### src/rtl/cnn_pkg.sv
// Shared types and helpers for the CNN window fetch block.
package cnn_pkg;

    // Read-side FSM states
    typedef enum logic [1:0] {
        ST_IDLE  = 2'd0,
        ST_FETCH = 2'd1,
        ST_DONE  = 2'd2
    } rd_state_e;

    // Address width for an n-entry memory (never narrower than 1 bit)
    function automatic int addr_w(input int n);
        return (n > 1) ? $clog2(n) : 1;
    endfunction

endpackage

### src/rtl/cnn_win_ram.sv
// Frame store: simple dual-port RAM, synchronous write, registered read.
module cnn_win_ram #(
    parameter int DEPTH = 784,
    parameter int AW    = 10,
    parameter int DW    = 1
) (
    input  logic          clk,
    input  logic          we,
    input  logic [AW-1:0] waddr,
    input  logic [DW-1:0] wdata,
    input  logic [AW-1:0] raddr,
    output logic [DW-1:0] rdata
);

    logic [DW-1:0] mem [DEPTH];

    // Write port and 1-cycle-latency read port; contents are never reset
    always_ff @(posedge clk) begin
        if (we) mem[waddr] <= wdata;
        rdata <= mem[raddr];
    end

endmodule

### src/rtl/cnn_window_fetch.sv
// Unpacks received bytes into a frame store and streams KxK windows
// (stride 1, raster order) to a downstream core as soon as each window's
// bottom-right pixel has been written.
module cnn_window_fetch
    import cnn_pkg::*;
#(
    parameter int IMG_W = 28,
    parameter int IMG_H = 28,
    parameter int K     = 3,
    parameter int PIX_W = 1
) (
    input  logic             clk,
    input  logic             rst_n,
    input  logic [7:0]       byte_in,
    input  logic             byte_vld,
    output logic             byte_rdy,
    input  logic             frm_clr,
    input  logic             core_bsy,
    output logic [PIX_W-1:0] pix_out,
    output logic             pix_vld,
    output logic             win_first,
    output logic             win_last,
    output logic             frm_done,
    output logic             ovf
);

    localparam int NPIX = IMG_W * IMG_H;
    localparam int NWIN = (IMG_W - K + 1) * (IMG_H - K + 1);
    localparam int PPB  = 8 / PIX_W;
    localparam int AW   = addr_w(NPIX);
    // Pointer width must hold br_ptr after the final advance (up to NPIX-1+K)
    localparam int PW   = addr_w(NPIX + K);
    localparam int UW   = addr_w(PPB + 1);
    localparam int KW   = addr_w(K);
    localparam int CW   = addr_w(IMG_W - K + 1);

    localparam logic [PW-1:0] NPIX_P   = PW'(NPIX);
    localparam logic [PW-1:0] BR0      = PW'((K - 1) * IMG_W + K - 1);
    localparam logic [PW-1:0] NWIN_P   = PW'(NWIN);
    localparam logic [PW-1:0] NWIN_M1  = PW'(NWIN - 1);
    localparam logic [PW-1:0] ROW_JMP  = PW'(K);
    localparam logic [AW-1:0] ROW_STEP = AW'(IMG_W - K + 1);
    localparam logic [KW-1:0] KMAX     = KW'(K - 1);
    localparam logic [CW-1:0] CMAX     = CW'(IMG_W - K);

    logic [7:0]       sh;
    logic [UW-1:0]    ucnt;
    logic [PW-1:0]    wr_ptr;
    logic             we;
    logic [PW-1:0]    br_ptr;
    logic [PW-1:0]    win_cnt;
    logic [CW-1:0]    col;
    logic [KW-1:0]    kr, kc;
    logic [AW-1:0]    rd_ptr;
    logic [PIX_W-1:0] rdata;
    rd_state_e        state;
    logic             acc, start, wlast;

    assign byte_rdy = (ucnt == '0);
    assign acc      = byte_vld & byte_rdy;
    assign we       = (ucnt != '0) && (wr_ptr != NPIX_P);
    assign start    = (state == ST_IDLE) && !core_bsy && (br_ptr < wr_ptr) && (win_cnt != NWIN_P);
    assign wlast    = (state == ST_FETCH) && (kr == KMAX) && (kc == KMAX);

    // Byte acceptance, LSB-first unpack, write pointer and sticky overflow
    always_ff @(posedge clk or negedge rst_n) begin
        if (!rst_n) begin
            sh     <= '0;
            ucnt   <= '0;
            wr_ptr <= '0;
            ovf    <= 1'b0;
        end else if (frm_clr) begin
            sh     <= '0;
            ucnt   <= '0;
            wr_ptr <= '0;
            ovf    <= 1'b0;
        end else if (acc) begin
            if (wr_ptr == NPIX_P) begin
                ovf <= 1'b1;
            end else begin
                sh   <= byte_in;
                ucnt <= UW'(PPB);
            end
        end else if (ucnt != '0) begin
            sh   <= sh >> PIX_W;
            ucnt <= ucnt - 1'b1;
            if (we) wr_ptr <= wr_ptr + 1'b1;
        end
    end

    // Window sequencer: waits for the bottom-right pixel, then walks KxK addresses
    always_ff @(posedge clk or negedge rst_n) begin
        if (!rst_n) begin
            state   <= ST_IDLE;
            br_ptr  <= BR0;
            win_cnt <= '0;
            col     <= '0;
            kr      <= '0;
            kc      <= '0;
            rd_ptr  <= '0;
        end else if (frm_clr) begin
            state   <= ST_IDLE;
            br_ptr  <= BR0;
            win_cnt <= '0;
            col     <= '0;
            kr      <= '0;
            kc      <= '0;
            rd_ptr  <= '0;
        end else begin
            case (state)
                ST_IDLE: begin
                    if (start) begin
                        state  <= ST_FETCH;
                        rd_ptr <= AW'(br_ptr - BR0);
                        kr     <= '0;
                        kc     <= '0;
                    end
                end
                ST_FETCH: begin
                    if (kc == KMAX) begin
                        kc     <= '0;
                        kr     <= kr + 1'b1;
                        rd_ptr <= rd_ptr + ROW_STEP;
                    end else begin
                        kc     <= kc + 1'b1;
                        rd_ptr <= rd_ptr + 1'b1;
                    end
                    if (wlast) begin
                        win_cnt <= win_cnt + 1'b1;
                        if (col == CMAX) begin
                            col    <= '0;
                            br_ptr <= br_ptr + ROW_JMP;
                        end else begin
                            col    <= col + 1'b1;
                            br_ptr <= br_ptr + 1'b1;
                        end
                        state <= (win_cnt == NWIN_M1) ? ST_DONE : ST_IDLE;
                    end
                end
                default: state <= ST_DONE;
            endcase
        end
    end

    // Output flags trail the address by one cycle to line up with RAM data
    always_ff @(posedge clk or negedge rst_n) begin
        if (!rst_n) begin
            pix_vld   <= 1'b0;
            win_first <= 1'b0;
            win_last  <= 1'b0;
            frm_done  <= 1'b0;
        end else if (frm_clr) begin
            pix_vld   <= 1'b0;
            win_first <= 1'b0;
            win_last  <= 1'b0;
            frm_done  <= 1'b0;
        end else begin
            pix_vld   <= (state == ST_FETCH);
            win_first <= (state == ST_FETCH) && (kr == '0) && (kc == '0);
            win_last  <= wlast;
            frm_done  <= win_last && (state == ST_DONE);
        end
    end

    // RAM output is unreset, so hold pix_out at 0 whenever it is not valid
    assign pix_out = pix_vld ? rdata : '0;

    cnn_win_ram #(
        .DEPTH (NPIX),
        .AW    (AW),
        .DW    (PIX_W)
    ) u_ram (
        .clk   (clk),
        .we    (we),
        .waddr (wr_ptr[AW-1:0]),
        .wdata (sh[PIX_W-1:0]),
        .raddr (rd_ptr),
        .rdata (rdata)
    );

endmodule

### config.mk
export PLATFORM = sky130hd
export DESIGN_NAME = cnn_window_fetch
export DESIGN_NICKNAME = d
export VERILOG_FILES = /design/src/rtl/cnn_pkg.sv /design/src/rtl/cnn_win_ram.sv /design/src/rtl/cnn_window_fetch.sv
export SDC_FILE = /design/constraint.sdc
export NUM_CORES = 1
export LEC_CHECK = 0
export BUFFER_PORTS_ARGS = -buffer_cell sky130_fd_sc_hd__buf_2
export CAP_MARGIN = 20
export CORE_ASPECT_RATIO = 1.25
export CORE_UTILIZATION = 48
export CTS_CLUSTER_DIAMETER = 40
export DETAILED_ROUTE_END_ITERATION = 8
export GPL_ROUTABILITY_DRIVEN = 0
export SLEW_MARGIN = 20
export SYNTH_ARGS = -nofsm -noshare
export SYNTH_HDL_FRONTEND = slang
export SYNTH_SLANG_ARGS = --single-unit
### constraint.sdc
create_clock -name clk -period 33.3 [get_ports clk]
set_input_delay 3.33 -clock clk [delete_from_list [all_inputs] [get_ports clk]]
set_output_delay 3.33 -clock clk [all_outputs]
set_load 0.02 [all_outputs]
==> flow_metrics.py <==
metrics = {
    "outcome": {
        "status": "finished clean",
    },
    "clocking": {
        "clock_sinks": 853,
        "cts_buffer_depth": 3,
        "cts_tree": "yes",
        "clkLatencyLatePin_ns": 0.70,
        "root_buffer": "clkbuf_16",
        "htreeDepth": 3,
        "ctsResizeCount": 0,
        "cts_buffers": 106,
        "cts_setup_buffers": 0,
        "cts_hold_buf": 0,
        "clk_pin_slew_ns": 0.06,
    },
    "finish": {
        "layout.nets": 2763,
        "syn2layout_area_growth_pct": 11.8,
        "post_route_cells_drive_above_1_share": 0.162,
        "stdcell_area_um2": 42700,
    },
    "synthesis": {
        "synthArstFlopShare": 0.0797,
        "synth_area_leaders": "edfxtp_1 (62%), nor2_1 (8.4%), mux4_2 (8.2%)",
        "synth_most_common_cell": "nor2_1",
        "synth_common_cells": "nor2_1 (857), edfxtp_1 (784), clkbuf_1 (173)",
        "syn-instance-count": 2773,
        "synth_ff_type": "edfxtp_1",
        "syn_area_um2": 38300,
        "ys_ff_latch": 853,
        "yosysTopAreaCell": "edfxtp_1",
        "ys_types": 76,
        "ys_seq_area_frac": 0.661,
        "synth.avg_cell_area_um2": 13.8,
        "synth_top_area_share": 0.615,
        "synth_edf_count": 784,
        "syn-num-nets": 2812,
        "yosysWarnings": 0,
    },
    "setup_path": {
        "path_cells": "inv_1 > ha_1 > nand3b_1 > clkinv_1 > buf_2",
        "critical_path_buf_inv_count": 3,
        "crit_type": "register to primary output",
        "critPathTopFamily": "buffers and inverters",
        "max_stage_delay_ns": 0.39,
        "cp.arrival_ns": 2.16,
        "start_kind": "register",
        "path_max_fanout": 10,
        "crit_path_top_delay_cell": "dfrtp_1",
        "worstPathRequired_ns": 29.97,
        "end_kind": "primary output",
    },
    "global_routing": {
        "overflow": 0,
        "antenna_found_initial": 1,
        "grt_usage": 0.271,
        "grt_max_degree": 289,
        "grt_pass1_vias": 23600,
        "grt_pass1_wl_um": 157000,
    },
    "pwr": {
        "peakVddDrop_uv": 49.8,
        "cellPowerDensity_nw_per_um2": 63.9,
        "power_mw": 2.73,
        "p_leak_nw": 13.1,
    },
    "floorplanning": {
        "ioPinCount": 20,
        "die_w_um": 255,
        "fp.coreArea_um2": 78900,
        "start_util": 0.485,
        "rows": 115,
        "die_area_um2": 80800,
        "chipHeight_um": 318,
    },
    "sta": {
        "finalMaxSlewViolations": 0,
        "final.period_utilization": 0.165,
        "fmax_mhz": 182,
        "slew_headroom": 0.160,
        "whs_ns": 0.512,
        "hold_violations": 0,
        "tns_ns": 0,
        "skew_ns": 0.0249,
        "tightest_slew_ns": 1.25,
        "setup_viol": 0,
        "period_minus_slack_ns": 5.49,
        "rsz0062_at_grt": "false",
    },
    "routing": {
        "via_per_inst": 6.10,
        "drc": 0,
        "routed_wirelength_um": 107000,
        "wl_per_cell_um": 27.7,
        "dr.pass1.iters": 5,
        "vias": 23600,
        "drtIter0Drc": 2830,
        "drtAntennaViolNets": 0,
    },
    "flow_run": {
        "max_cap_viol_count": 0,
    },
    "place": {
        "dp.final_hpwl_um": 58200,
        "place_area_um2": 39000,
        "io_buffers": 19,
    },
    "hold_path": {
        "worstHoldPathType": "register to register",
    },
}
[final timing paths]
| path | start | endpoint | slack, ns | cells after the start |
|---|---|---|---|---|
| min in group asynchronous | rst_n | sh[3]$_DFFE_PN0P_ | 2.86 | 2 |
| hold / removal | ovf$_DFFE_PN0P_ | ovf$_DFFE_PN0P_ | 0.51 | 2 |
| hold reg to reg | ovf$_DFFE_PN0P_ | ovf$_DFFE_PN0P_ | 0.51 | 2 |
| setup reg to reg | sh[0]$_DFFE_PN0P_ | u_ram.mem[468]$_DFFE_PP_ | 28.69 | 4 |
| max in group asynchronous | rst_n | rd_ptr[0]$_DFFE_PN0P_ | 29.79 | 2 |
| setup / recovery | ucnt[0]$_DFFE_PN0P_ | byte_rdy | 27.81 | 5 |
[power breakdown]
part | switching [mW] | total [mW] | internal [mW]
clock | 0.486 | 1.19 | 0.700
sequential | 0.0177 | 1.32 | 1.30
combinational | 0.195 | 0.229 | 0.0341
total | 0.698 | 2.73 | 2.04
[state kept, by name (all words and copies together), names as in the netlist]
name,count
kc,2
state,2
ovf,1
u_ram.mem,784
br_ptr,10
sh,8
pix_vld,1
win_first,1
col,5
ucnt,4
rd_ptr,10
u_ram.rdata,1
win_last,1
frm_done,1
wr_ptr,10
win_cnt,10
kr,2
[layout by cell type, fill, tap and decap left out, types with 11 or more instances in the layout]
master,n
clkbuf_1,11
a22oi_1,26
clkinv_2,17
edfxtp_1,784
clkbuf_16,107
a211oi_1,26
xor2_1,14
nand2_1,87
nor2b_1,15
mux2i_1,66
o21ai_0,46
nor3_1,20
ha_1,25
mux4_2,140
dfrtp_1,60
nor2_1,856
buf_2,20
o22ai_1,16
xnor2_1,16
clkinvlp_4,11
bufinv_16,12
nand3_1,32
nand2b_1,18
buf_4,57
inv_1,29
mux4_1,38
inv_6,12
nand4_1,11
clkinv_4,12
a21oi_1,44
[per-layer routing]
layer | part of all wire | up-vias | GRT usage
li1 | - | 10100 | -
met1 | 0.37 | 12300 | 0.333
met2 | 0.51 | 993 | 0.466
met3 | 0.075 | 227 | 0.0498
met4 | 0.041 | 0 | 0.111
met5 | 0 | - | 0
[through the flow]
step                      setup WS, ns  instances   util
after floorplan                  22.13       2773      -
after global placement           27.96       3667  0.495
after detailed placement         27.91       3667  0.495
after CTS                        27.80       3868  0.541
after global routing             27.68       3870  0.542
final                            27.81       3871  0.542
[tightest hold or removal path, delay by kind of cell, from the launching register on]
kind	cells	cell delay (ns)
flip-flops	1	0.35
AND/OR/NAND/NOR	1	0.07
AO/OA/AOI/OAI	1	0.05
[area by class of cell]
class                           count  area, um2
Multi-Input combinational cell   1649      11700
Tap cell                         1053       1320
Clock inverter                     81        920
Clock buffer                      120       2750
Timing Repair Buffer               83        626
Sequential cell                   853      25300
Antenna cell                        1       2.50
Inverter                           31        116
Fill cell                        6533      36100
[cells by family after synthesis]
| logic type | Yosys count | synth area share |
|---|---|---|
| AO/OA/AOI/OAI | 230 | 0.0409 |
| XOR/XNOR | 30 | 0.00687 |
| adder cells (fa/ha/maj) | 26 | 0.00870 |
| buffers and inverters | 271 | 0.0367 |
| flip-flops | 853 | 0.661 |
| multiplexers | 248 | 0.127 |
| AND/OR/NAND/NOR | 1115 | 0.119 |
Power figures use the tool's default switching activity.
